<file path="src/rtl/ts_pkg.sv">
// Shared definitions for the multi-channel timestamp logger: entry word
// layout, edge-mode encodings and the entry packing helper.
package ts_pkg;

  localparam int unsigned TS_W      = 56;
  localparam int unsigned CHID_W    = 4;
  localparam int unsigned ENTRY_W   = 64;

  // Entry word field positions
  localparam int unsigned TS_LSB    = 8;
  localparam int unsigned CHID_LSB  = 4;
  localparam int unsigned LOST_BIT  = 3;
  localparam int unsigned LEVEL_BIT = 0;

  typedef enum logic [1:0] {
    EDGE_OFF  = 2'b00,
    EDGE_RISE = 2'b01,
    EDGE_FALL = 2'b10,
    EDGE_BOTH = 2'b11
  } edge_mode_e;

  function automatic logic [ENTRY_W-1:0] pack_entry(
    input logic [TS_W-1:0]   ts,
    input logic [CHID_W-1:0] id,
    input logic              lost,
    input logic              lvl
  );
    logic [ENTRY_W-1:0] e;
    e                     = '0;
    e[TS_LSB +: TS_W]     = ts;
    e[CHID_LSB +: CHID_W] = id;
    e[LOST_BIT]           = lost;
    e[LEVEL_BIT]          = lvl;
    return e;
  endfunction

endpackage

</file>
<file path="src/rtl/ts_chan_front.sv">
// Per-channel front end: synchroniser, agreement filter, edge qualification
// and the single-entry pending holder (timestamp, level, lost).
module ts_chan_front
  import ts_pkg::*;
#(
  parameter int unsigned SYNC_STAGES = 2,
  parameter int unsigned FILT_LEN    = 3
) (
  input  logic            clk,
  input  logic            rstn,
  input  logic            din_i,
  input  logic [1:0]      mode_i,
  input  logic [TS_W-1:0] counter_i,
  input  logic            edge_en_i,
  input  logic            init_rec_i,
  input  logic            grant_i,
  output logic            level_o,
  output logic            pending_o,
  output logic [TS_W-1:0] ts_o,
  output logic            lost_o,
  output logic            lvl_o,
  output logic            drop_o
);

  logic [SYNC_STAGES-1:0] sync_q;
  logic                   samp;
  logic [3:0]             agree_q, agree_d;
  logic                   level_q, level_d;
  logic                   pend_q, pend_d;
  logic [TS_W-1:0]        ts_q, ts_d;
  logic                   lost_q, lost_d;
  logic                   lvl_q, lvl_d;
  edge_mode_e             mode;
  logic                   chg, mode_hit, set_evt, drop;

  assign samp = sync_q[SYNC_STAGES-1];
  assign mode = edge_mode_e'(mode_i);

  // Filter: count consecutive samples disagreeing with the filtered level;
  // the FILT_LEN-th one (the current sample included) flips the level
  always_comb begin
    level_d = level_q;
    agree_d = '0;
    if (samp != level_q) begin
      if (agree_q == 4'(FILT_LEN - 1)) level_d = samp;
      else                             agree_d = agree_q + 4'd1;
    end
  end

  // Edge qualification against the configured polarity
  always_comb begin
    mode_hit = 1'b0;
    unique case (mode)
      EDGE_OFF:  mode_hit = 1'b0;
      EDGE_RISE: mode_hit = level_d;
      EDGE_FALL: mode_hit = !level_d;
      EDGE_BOTH: mode_hit = 1'b1;
    endcase
  end

  assign chg     = (level_d != level_q);
  assign set_evt = (edge_en_i && chg && mode_hit) || (init_rec_i && (mode != EDGE_OFF));
  assign drop    = set_evt && pend_q && !grant_i;

  // Pending holder: grant clears, a new event sets and overwrites; an event
  // arriving while an ungranted entry is held marks it lost
  always_comb begin
    pend_d = pend_q;
    ts_d   = ts_q;
    lost_d = lost_q;
    lvl_d  = lvl_q;
    if (grant_i) pend_d = 1'b0;
    if (set_evt) begin
      pend_d = 1'b1;
      ts_d   = counter_i;
      lvl_d  = level_d;
      lost_d = drop;
    end
  end

  // Synchroniser, filter and pending state registers
  always_ff @(posedge clk or negedge rstn) begin
    if (!rstn) begin
      sync_q  <= '0;
      agree_q <= '0;
      level_q <= 1'b0;
      pend_q  <= 1'b0;
      ts_q    <= '0;
      lost_q  <= 1'b0;
      lvl_q   <= 1'b0;
    end else begin
      sync_q  <= {sync_q[SYNC_STAGES-2:0], din_i};
      agree_q <= agree_d;
      level_q <= level_d;
      pend_q  <= pend_d;
      ts_q    <= ts_d;
      lost_q  <= lost_d;
      lvl_q   <= lvl_d;
    end
  end

  assign level_o   = level_q;
  assign pending_o = pend_q;
  assign ts_o      = ts_q;
  assign lost_o    = lost_q;
  assign lvl_o     = lvl_q;
  assign drop_o    = drop;

endmodule

</file>
<file path="src/rtl/ts_fifo.sv">
// Pointer FIFO with show-ahead head output. A written entry becomes visible
// to the read side (empty/head) one clock after the push; full is judged
// against the real write pointer. Pop and push in one cycle are both
// honoured, including when full.
module ts_fifo #(
  parameter int unsigned WIDTH = 64,
  parameter int unsigned DEPTH = 16
) (
  input  logic             clk,
  input  logic             rstn,
  input  logic             push_i,
  input  logic [WIDTH-1:0] din_i,
  input  logic             pop_i,
  output logic [WIDTH-1:0] dout_o,
  output logic             empty_o,
  output logic             full_o
);

  localparam int unsigned AW = $clog2(DEPTH);

  logic [WIDTH-1:0] mem_q [DEPTH];
  logic [AW:0]      wr_q, wr_d, vis_q, rd_q, rd_d;
  logic             do_pop, do_push;

  assign empty_o = (vis_q == rd_q);
  assign full_o  = (wr_q[AW] != rd_q[AW]) && (wr_q[AW-1:0] == rd_q[AW-1:0]);
  assign do_pop  = pop_i && !empty_o;
  assign do_push = push_i && (!full_o || do_pop);
  assign wr_d    = do_push ? wr_q + (AW+1)'(1) : wr_q;
  assign rd_d    = do_pop  ? rd_q + (AW+1)'(1) : rd_q;
  assign dout_o  = mem_q[rd_q[AW-1:0]];

  // Pointer registers; vis_q trails wr_q by one clock
  always_ff @(posedge clk or negedge rstn) begin
    if (!rstn) begin
      wr_q  <= '0;
      vis_q <= '0;
      rd_q  <= '0;
    end else begin
      wr_q  <= wr_d;
      vis_q <= wr_q;
      rd_q  <= rd_d;
    end
  end

  // Storage array, contents discarded logically by the pointer reset
  always_ff @(posedge clk) begin
    if (do_push) mem_q[wr_q[AW-1:0]] <= din_i;
  end

endmodule

</file>
<file path="src/rtl/ts_multichannel.sv">
// Multi-channel timestamp event logger: NCH filtered, edge-qualified inputs
// feed a round-robin arbiter into one shared FIFO read byte-wise.
// Optional TS_INIT_RECORD_EN: after the settle window every enabled channel
// records its initial filtered level once.
module ts_multichannel
  import ts_pkg::*;
#(
  parameter int unsigned NCH         = 4,
  parameter int unsigned FILT_LEN    = 3,
  parameter int unsigned SYNC_STAGES = 2,
  parameter int unsigned FIFO_DEPTH  = 16
) (
  input  logic              clk,
  input  logic              rstn,
  input  logic [NCH-1:0]    datain,
  input  logic [2*NCH-1:0]  edge_mode,
  input  logic [TS_W-1:0]   counterin,
  input  logic              unload,
  input  logic [2:0]        byteaddr,
  output logic [7:0]        dataout,
  input  logic              clearoverrun,
  output logic              overrun,
  output logic [15:0]       drop_count,
  output logic              attention,
  output logic [NCH-1:0]    level
);

  localparam int unsigned SETTLE = SYNC_STAGES + FILT_LEN + 1;

  logic [4:0]         settle_q, settle_d;
  logic               edge_en, init_fire;
  logic [NCH-1:0]     pend, gnt, drop;
  logic [TS_W-1:0]    ch_ts [NCH];
  logic [NCH-1:0]     ch_lost, ch_lvl;
  logic               found;
  logic [CHID_W-1:0]  gidx, p_q, p_d;
  logic [ENTRY_W-1:0] push_entry, head;
  logic               fifo_empty, fifo_full;
  logic [4:0]         ndrop;
  logic [16:0]        cnt_sum;
  logic [15:0]        drop_count_q, drop_count_d;
  logic               overrun_q, overrun_d, attention_q;

  // Settle window counter: edges masked until it saturates
  assign settle_d = (settle_q == 5'(SETTLE)) ? settle_q : settle_q + 5'd1;
  assign edge_en  = (settle_q == 5'(SETTLE));
`ifdef TS_INIT_RECORD_EN
  assign init_fire = (settle_q == 5'(SETTLE - 1));
`else
  assign init_fire = 1'b0;
`endif

  for (genvar gi = 0; gi < NCH; gi++) begin : g_chan
    ts_chan_front #(
      .SYNC_STAGES (SYNC_STAGES),
      .FILT_LEN    (FILT_LEN)
    ) u_front (
      .clk        (clk),
      .rstn       (rstn),
      .din_i      (datain[gi]),
      .mode_i     (edge_mode[2*gi +: 2]),
      .counter_i  (counterin),
      .edge_en_i  (edge_en),
      .init_rec_i (init_fire),
      .grant_i    (gnt[gi]),
      .level_o    (level[gi]),
      .pending_o  (pend[gi]),
      .ts_o       (ch_ts[gi]),
      .lost_o     (ch_lost[gi]),
      .lvl_o      (ch_lvl[gi]),
      .drop_o     (drop[gi])
    );
  end

  // Round-robin grant: search indices >= p first, then wrap to the lowest
  always_comb begin
    found      = 1'b0;
    gidx       = '0;
    gnt        = '0;
    push_entry = '0;
    if (!fifo_full) begin
      for (int unsigned i = 0; i < NCH; i++) begin
        if (!found && pend[i] && (i >= 32'(p_q))) begin
          found = 1'b1;
          gidx  = CHID_W'(i);
        end
      end
      for (int unsigned i = 0; i < NCH; i++) begin
        if (!found && pend[i]) begin
          found = 1'b1;
          gidx  = CHID_W'(i);
        end
      end
    end
    for (int unsigned i = 0; i < NCH; i++) begin
      if (found && (gidx == CHID_W'(i))) begin
        gnt[i]     = 1'b1;
        push_entry = pack_entry(ch_ts[i], CHID_W'(i), ch_lost[i], ch_lvl[i]);
      end
    end
  end

  // Pointer advances past the granted channel
  always_comb begin
    p_d = p_q;
    if (found) p_d = (gidx == CHID_W'(NCH - 1)) ? '0 : gidx + CHID_W'(1);
  end

  // Drop accounting: a drop in the clear cycle survives the clear
  always_comb begin
    ndrop = '0;
    for (int unsigned i = 0; i < NCH; i++) ndrop = ndrop + 5'(drop[i]);
    cnt_sum      = {1'b0, (clearoverrun ? 16'd0 : drop_count_q)} + 17'(ndrop);
    drop_count_d = cnt_sum[16] ? '1 : cnt_sum[15:0];
    overrun_d    = (clearoverrun ? 1'b0 : overrun_q) | (ndrop != 5'd0);
  end

  // Status and arbiter state registers
  always_ff @(posedge clk or negedge rstn) begin
    if (!rstn) begin
      settle_q     <= '0;
      p_q          <= '0;
      drop_count_q <= '0;
      overrun_q    <= 1'b0;
      attention_q  <= 1'b0;
    end else begin
      settle_q     <= settle_d;
      p_q          <= p_d;
      drop_count_q <= drop_count_d;
      overrun_q    <= overrun_d;
      attention_q  <= !fifo_empty || overrun_q;
    end
  end

  ts_fifo #(
    .WIDTH (ENTRY_W),
    .DEPTH (FIFO_DEPTH)
  ) u_fifo (
    .clk     (clk),
    .rstn    (rstn),
    .push_i  (found),
    .din_i   (push_entry),
    .pop_i   (unload),
    .dout_o  (head),
    .empty_o (fifo_empty),
    .full_o  (fifo_full)
  );

  // Byte select of the head entry
  always_comb begin
    dataout = '0;
    if (!fifo_empty) dataout = head[{byteaddr, 3'b000} +: 8];
  end

  assign overrun    = overrun_q;
  assign drop_count = drop_count_q;
  assign attention  = attention_q;

endmodule

</file>
<file path="config.mk">
export PLATFORM = sky130hd
export DESIGN_NAME = ts_multichannel
export DESIGN_NICKNAME = d
export VERILOG_FILES = /design/src/rtl/ts_pkg.sv /design/src/rtl/ts_chan_front.sv /design/src/rtl/ts_fifo.sv /design/src/rtl/ts_multichannel.sv
export SDC_FILE = /design/constraint.sdc
export NUM_CORES = 2
export LEC_CHECK = 0
export CORE_MARGIN = 2
export CORE_UTILIZATION = 62
export DETAILED_ROUTE_END_ITERATION = 7
export GPL_TIMING_DRIVEN = 0
export MAX_ROUTING_LAYER = met4
export PLACE_DENSITY = 0.83
export SLEW_MARGIN = 40
export SYNTH_ARGS = -nofsm -noshare
export SYNTH_HDL_FRONTEND = slang
export SYNTH_HIERARCHICAL = 1
export SYNTH_SLANG_ARGS = --single-unit
</file>
<file path="constraint.sdc">
create_clock -name clk -period 7.6 [get_ports clk]
set_clock_uncertainty 0.1 [all_clocks]
set_input_delay 1.52 -clock clk [delete_from_list [all_inputs] [get_ports clk]]
set_output_delay 1.52 -clock clk [all_outputs]
set_load 0.01 [all_outputs]
</file>
Word level (Yosys, flattened, before mapping)
Memory sizes are Yosys's and may differ from the RTL's.
Cells that the tools add are included.
{"block": "totals", "register_bits": 306, "ram_bits": 1024, "inputBits": 75, "elab_cells": 216, "memories": 1}
{"name": "u_fifo.mem_q", "depth": 16, "word_bits": 64, "rd": 1, "rd_ports_with_merged_regs": 0, "wr": 1, "line_no": "ts_fifo.sv:21", "source": "logic [WIDTH-1:0] mem_q [DEPTH];"}
{"block": "op_classes", "n_addsub": 12, "n_lt_le_gt_ge": 4, "eq_ne": 31, "shift": 1, "n_mux": 67, "bitwise": 1, "n_reduce_logical": 63}
{"cell": "$mux W64", "n": 4}
{"cell": "$mux W4", "n": 16}
{"cell": "$shiftx A64 B7 Y8", "n": 1}
{"cell": "$mux W1", "n": 40}
{"cell": "$logic_and A1 B1 Y1", "n": 34}
{"cell": "$mux W16", "n": 2}
{"cell": "$eq A4 B2 Y1 const B", "n": 6}
{"cell": "$add A4 B1 Y4 const B", "n": 5}
{"cell": "$add A16 B4 Y17", "n": 1}
{"cell": "$logic_not A1 Y1", "n": 17}
{"cell": "$eq A2 B2 Y1 const B", "n": 8}
{"cell": "$pmux W1 S4", "n": 4}
{"cell": "$add A5 B1 Y5 const B", "n": 3}
{"cell": "$ne A1 B1 Y1", "n": 9}
{"cell": "$eq A2 B1 Y1 const B", "n": 4}
{"cell": "$ge A1 B4 Y1 const A", "n": 2}
{"cell": "$ge A2 B4 Y1 const A", "n": 2}
{"cell": "$logic_not A2 Y1", "n": 4}
{"cell": "$mux W8", "n": 1}
{"cell": "$reduce_bool A2 Y1", "n": 4}
{"cell": "$eq A5 B3 Y1 const B", "n": 1}
{"cell": "$eq A5 B5 Y1", "n": 1}
{"cell": "$reduce_bool A5 Y1", "n": 1}
{"cell": "$add A3 B1 Y4", "n": 1}
{"cell": "7 further kinds", "n": 8}

Logic depth before layout (Yosys ltp)
{"block": "depth", "depth_word": 45, "mapped_depth": 24, "mapped_depth_nobuf": 21}

By module
Netlist, hierarchy kept.
{"module": "ts_fifo", "instances": 1, "cells_each": 1713, "area_each_um2": 39719.3}
{"module": "ts_chan_front", "instances": 4, "cells_each": 161, "area_each_um2": 2606.2}
{"module": "ts_multichannel", "instances": 1, "cells_each": 469, "area_each_um2": 3838.7}

Worst setup path after synthesis
Ideal clock, no wire load.
{"block": "synth_path", "path_kind": "input to register", "start": "in unload", "end": "mem u_fifo.mem_q[1][0], enable pin", "setup_time_ns": 0.564, "arrival_ns": 6.424, "setup_slack_ns": 0.512, "path_stages": 4, "path_cell_list": "o31a_1 > buf_2 > o211ai_1 > nor3_1"}
{"block": "synth_via", "elab_chain_cells": 5}
{"element": "start: declaration", "line_no": "ts_multichannel.sv:18", "source": "input logic unload,"}
{"element": "$logic_and A1 B1 Y1", "line_no": "ts_fifo.sv:27", "source": "assign do_pop = pop_i && !empty_o;"}
{"element": "$logic_or A1 B1 Y1", "line_no": "ts_fifo.sv:28", "source": "assign do_push = push_i && (!full_o || do_pop);"}
{"element": "$logic_and A1 B1 Y1", "line_no": "ts_fifo.sv:28"}
{"element": "$mux W1", "line_no": "ts_fifo.sv:48", "source": "if (do_push) mem_q[wr_q[AW-1:0]] <= din_i;"}
{"element": "$mux W1 (implied by the code)", "line_no": "ts_fifo.sv:48"}
{"element": "end: declaration", "line_no": "ts_fifo.sv:21"}
No other way between the ends.

Worst setup path in the final report
{"block": "layout_path", "start": "reg u_fifo.rd_q[1]", "end": "out dataout[5]"}
{"block": "layout_via", "elab_chain_cells": 3, "elab_cells_between_ends": 4}
{"element": "start: declaration", "line_no": "ts_fifo.sv:22", "source": "logic [AW:0] wr_q, wr_d, vis_q, rd_q, rd_d;"}
{"element": "start signal: assignment", "line_no": "ts_fifo.sv:42", "source": "rd_q <= rd_d;"}
{"element": "$mem_v2 Z16 W64"}
{"element": "via head[21]", "line_no": "ts_multichannel.sv:37", "source": "logic [ENTRY_W-1:0] push_entry, head;"}
{"element": "$shiftx A64 B7 Y8", "line_no": "ts_multichannel.sv:152", "source": "if (!fifo_empty) dataout = head[{byteaddr, 3'b000} +: 8];"}
{"element": "$mux W8", "line_no": "ts_multichannel.sv:152"}
{"element": "end: declaration", "line_no": "ts_multichannel.sv:20", "source": "output logic [7:0] dataout,"}
The timed path passes the listed nets, and every way through them passes these cells.

==> flow_summary.toml <==
[placement]
port_buffers = 101
dp.cells = 4306
dpl.hpwl_um = 92870
globalplace.congestion = 0.8930
dpl-instance-area_um2 = 59420

[cells_and_area]
drive_above_1_share = 0.3081
multi_input_area_um2 = 15560
seq_area_um2 = 38360
postLayoutCellArea_um2 = 63560
syn_to_final_growth_pct = 17.74
instances_no_fill = 4543
layout.nets = 3382
num-fill-cells = 4449

[clocking]
cts_setup_buffers = 0
clock_path_buffers = 3
cts_tree = "yes"
cts_made_buffers = 121
h-tree-depth = 3
clk_pin_slew_worst_paths_ns = 0.07
cts.repair.resized = 0
clkSinkCount = 1328
cts.hold.buffers_added = 0
clk_latency_ns = 0.70
cts_root_buf = "clkbuf_16"

[setup_path]
crit_top_cell = "buf_2"
crit_chain = "buf_2 > buf_2 > buf_1 > clkbuf_1 > a211oi_1 > a21oi_1 > mux4_2 > mux2i_1 > nor2_1 > clkdlybuf4s50_1"
cp_slowest_cell = "buf_1"
worstSetupPathType = "reg2out"
critPathCaptureType = "output pin"
critPathTopFamily = "buffers and inverters"
critical_path.max_fanout = 10
critical_path_required_ns = 5.98
critPathMaxStageDelay_ns = 0.71
cp.arrival_ns = 5.44
cp-start-kind = "register"
critPathBufInv = 5

[logic_synthesis]
synth.avg_cell_area_um2 = 19.10
dominantRegCellSynth = "edfxtp_1"
ys_warn_count = 6
netlist_instances = 2826
yosysTopAreaCell = "edfxtp_1"
synth_area_um2 = 53980
synthArstFlopShare = 0.2289
ys_ff_latch = 1328
synth_edf_count = 1024
synth-seq-area-share = 0.7105
synth_area_leaders = "edfxtp_1, dfrtp_1, mux4_2"
synthDistinctLibCells = 63
synth_top_area_share = 0.5696

[routing]
totalWireLength_um = 153500
vias = 31810
vias_per_cell = 7.002
drt_first_iter_violations = 4921
drt_pass1_iterations = 6
route.detailed.drc = 0
routedWlPerCell_um = 33.79
ant_nets = 0

[floorplan]
ios = 105
initial_core_util = 0.6242
die_w_um = 299.1
fp.dieH_um = 299.1
num_rows = 108
fp.coreArea_um2 = 86480
die_area_um2 = 89450

[sta]
relSlewSlack = 0.3484
final-hold-violation-count = 0
max_freq_ghz = 0.1417
period_needed_ns = 7.059
grt_setup_unrepaired = "no"
maxSlewViolCount = 0
setup_viol_count_final = 0
worst_pin_slew_ns = 0.9773
finalSetupTns_ns = 0
period_share = 0.9288

[job]
max-cap-violations = 0

[hold_path]
hold_class = "reg2reg"

[global_routing]
grtUsageTotal = 0.3548
grt_pass1_vias = 33010
grt_pass1_wl_um = 222900
grt_start_max_net_pins = 85
antenna_found_initial = 4
overflow = 0

[run_status]
status = "complete, no violations"
[kinds of logic (layout without fill, tap and decap cells)]
logic type | after synthesis | after routing | synth area share
other cells | 1 | 83 | 0.00006947
xor+xnor | 45 | 45 | 0.007301
compound gates | 311 | 311 | 0.04564
flops | 1328 | 1328 | 0.7105
mux | 584 | 584 | 0.1784
simple gates | 331 | 331 | 0.03055
fa+ha+maj | 24 | 24 | 0.005841
buf+inv | 202 | 682 | 0.02172
[metal layers]
layer	GRT usage	vias up	routed length, µm
met2	0.5654	2882	74770
met1	0.4331	16070	49210
met5	-	-	0
met4	0.2001	0	10610
li1	-	12210	-
met3	0.06545	650	18920
[synth_stat cells, drive strengths merged, types with 8 or more instances]
library cell  count
edfxtp         1024
dfrtp           304
mux4            272
mux2            231
nor2            161
buf             112
mux2i            81
nor2b            76
a21oi            72
a211oi           66
clkbuf           62
a221oi           58
a32oi            58
xnor2            32
inv              28
nand2            26
ha               22
nand2b           19
o21ai            17
xor2             13
nor3             12
nand3            11
o21a              9
a31o              8
[registers in the layout (all words and copies together), names as in the netlist, 2 cells and up]
signal and flops:
g_chan.u_front/lvl_o 4, u_fifo/mem_q 1024, u_fifo/rd_q 5, g_chan.u_front/sync_q 8, g_chan.u_front/agree_q 16, u_fifo/wr_q 5
u_fifo/vis_q 5, g_chan.u_front/pending_o 4, g_chan.u_front/ts_o 224, settle_q 5, g_chan.u_front/level_o 4, g_chan.u_front/lost_o 4
drop_count 16, p_q 2
[final cells by class]
class,count,share of cell area
clock inverter,74,0.01134
tap,1155,0.02274
timing repair buffer,255,0.04736
antenna,3,0.0001181
sequential,1328,0.6035
buffer,174,0.01701
clock buffer,151,0.05138
inverter,28,0.001732
multi-input combinational,1375,0.2449
[placed cells by master (no fill, tap or decap), drive strengths merged, types with 8 or more instances in the layout]
master,Yosys,final
xnor2,32,32
nor2b,76,76
xor2,13,13
conb,1,80
nand2b,19,19
buf,112,266
bufinv,0,14
mux4,272,272
clkinv,0,52
inv,28,31
nor3,12,12
a32oi,58,58
o21a,9,9
edfxtp,1024,1024
ha,22,22
a21oi,72,72
a31o,8,8
dfrtp,304,304
a221oi,58,58
a211oi,66,66
mux2,231,231
mux2i,81,81
nand3,11,11
clkdlybuf4s50,0,100
nand2,26,26
nor2,161,161
o21ai,17,17
clkbuf,62,214
[stage by stage]
stage | setup WS, ns | util | hold slack [ns]
2_1_floorplan | 0.5120 | - | 0.2312
3_3_place_gp | -7.014 | 0.6560 | 0.2383
3_5_place_dp | 1.024 | 0.6871 | 0.2370
4_1_cts | 0.8387 | 0.7331 | 0.2514
5_1_grt | 0.4206 | 0.7350 | 0.2565
6_report | 0.5415 | 0.7350 | 0.2485
[path summary, 6_finish.rpt]
kind	startpoint	to	slack, ns	cells past startpoint
setup / recovery	u_fifo/rd_q[1]$_DFFE_PN0P_	dataout[5]	0.54	10
hold / removal	g_chan[2].u_front/sync_q[0]$_DFF_PN0_	g_chan[2].u_front/sync_q[1]$_DFF_PN0_	0.25	0
setup reg to reg	u_fifo/rd_q[0]$_DFFE_PN0P_	drop_count[11]$_DFF_PN0_	0.69	24
hold reg to reg	g_chan[2].u_front/sync_q[0]$_DFF_PN0_	g_chan[2].u_front/sync_q[1]$_DFF_PN0_	0.25	0
max in group asynchronous	rstn	g_chan[2].u_front/ts_o[7]$_DFFE_PN0P_	5.38	4
min in group asynchronous	rstn	g_chan[2].u_front/ts_o[42]$_DFFE_PN0P_	0.54	1
Power is not shown: default switching activity piles up to over one toggle a cycle in this logic, so the estimate is an artifact.
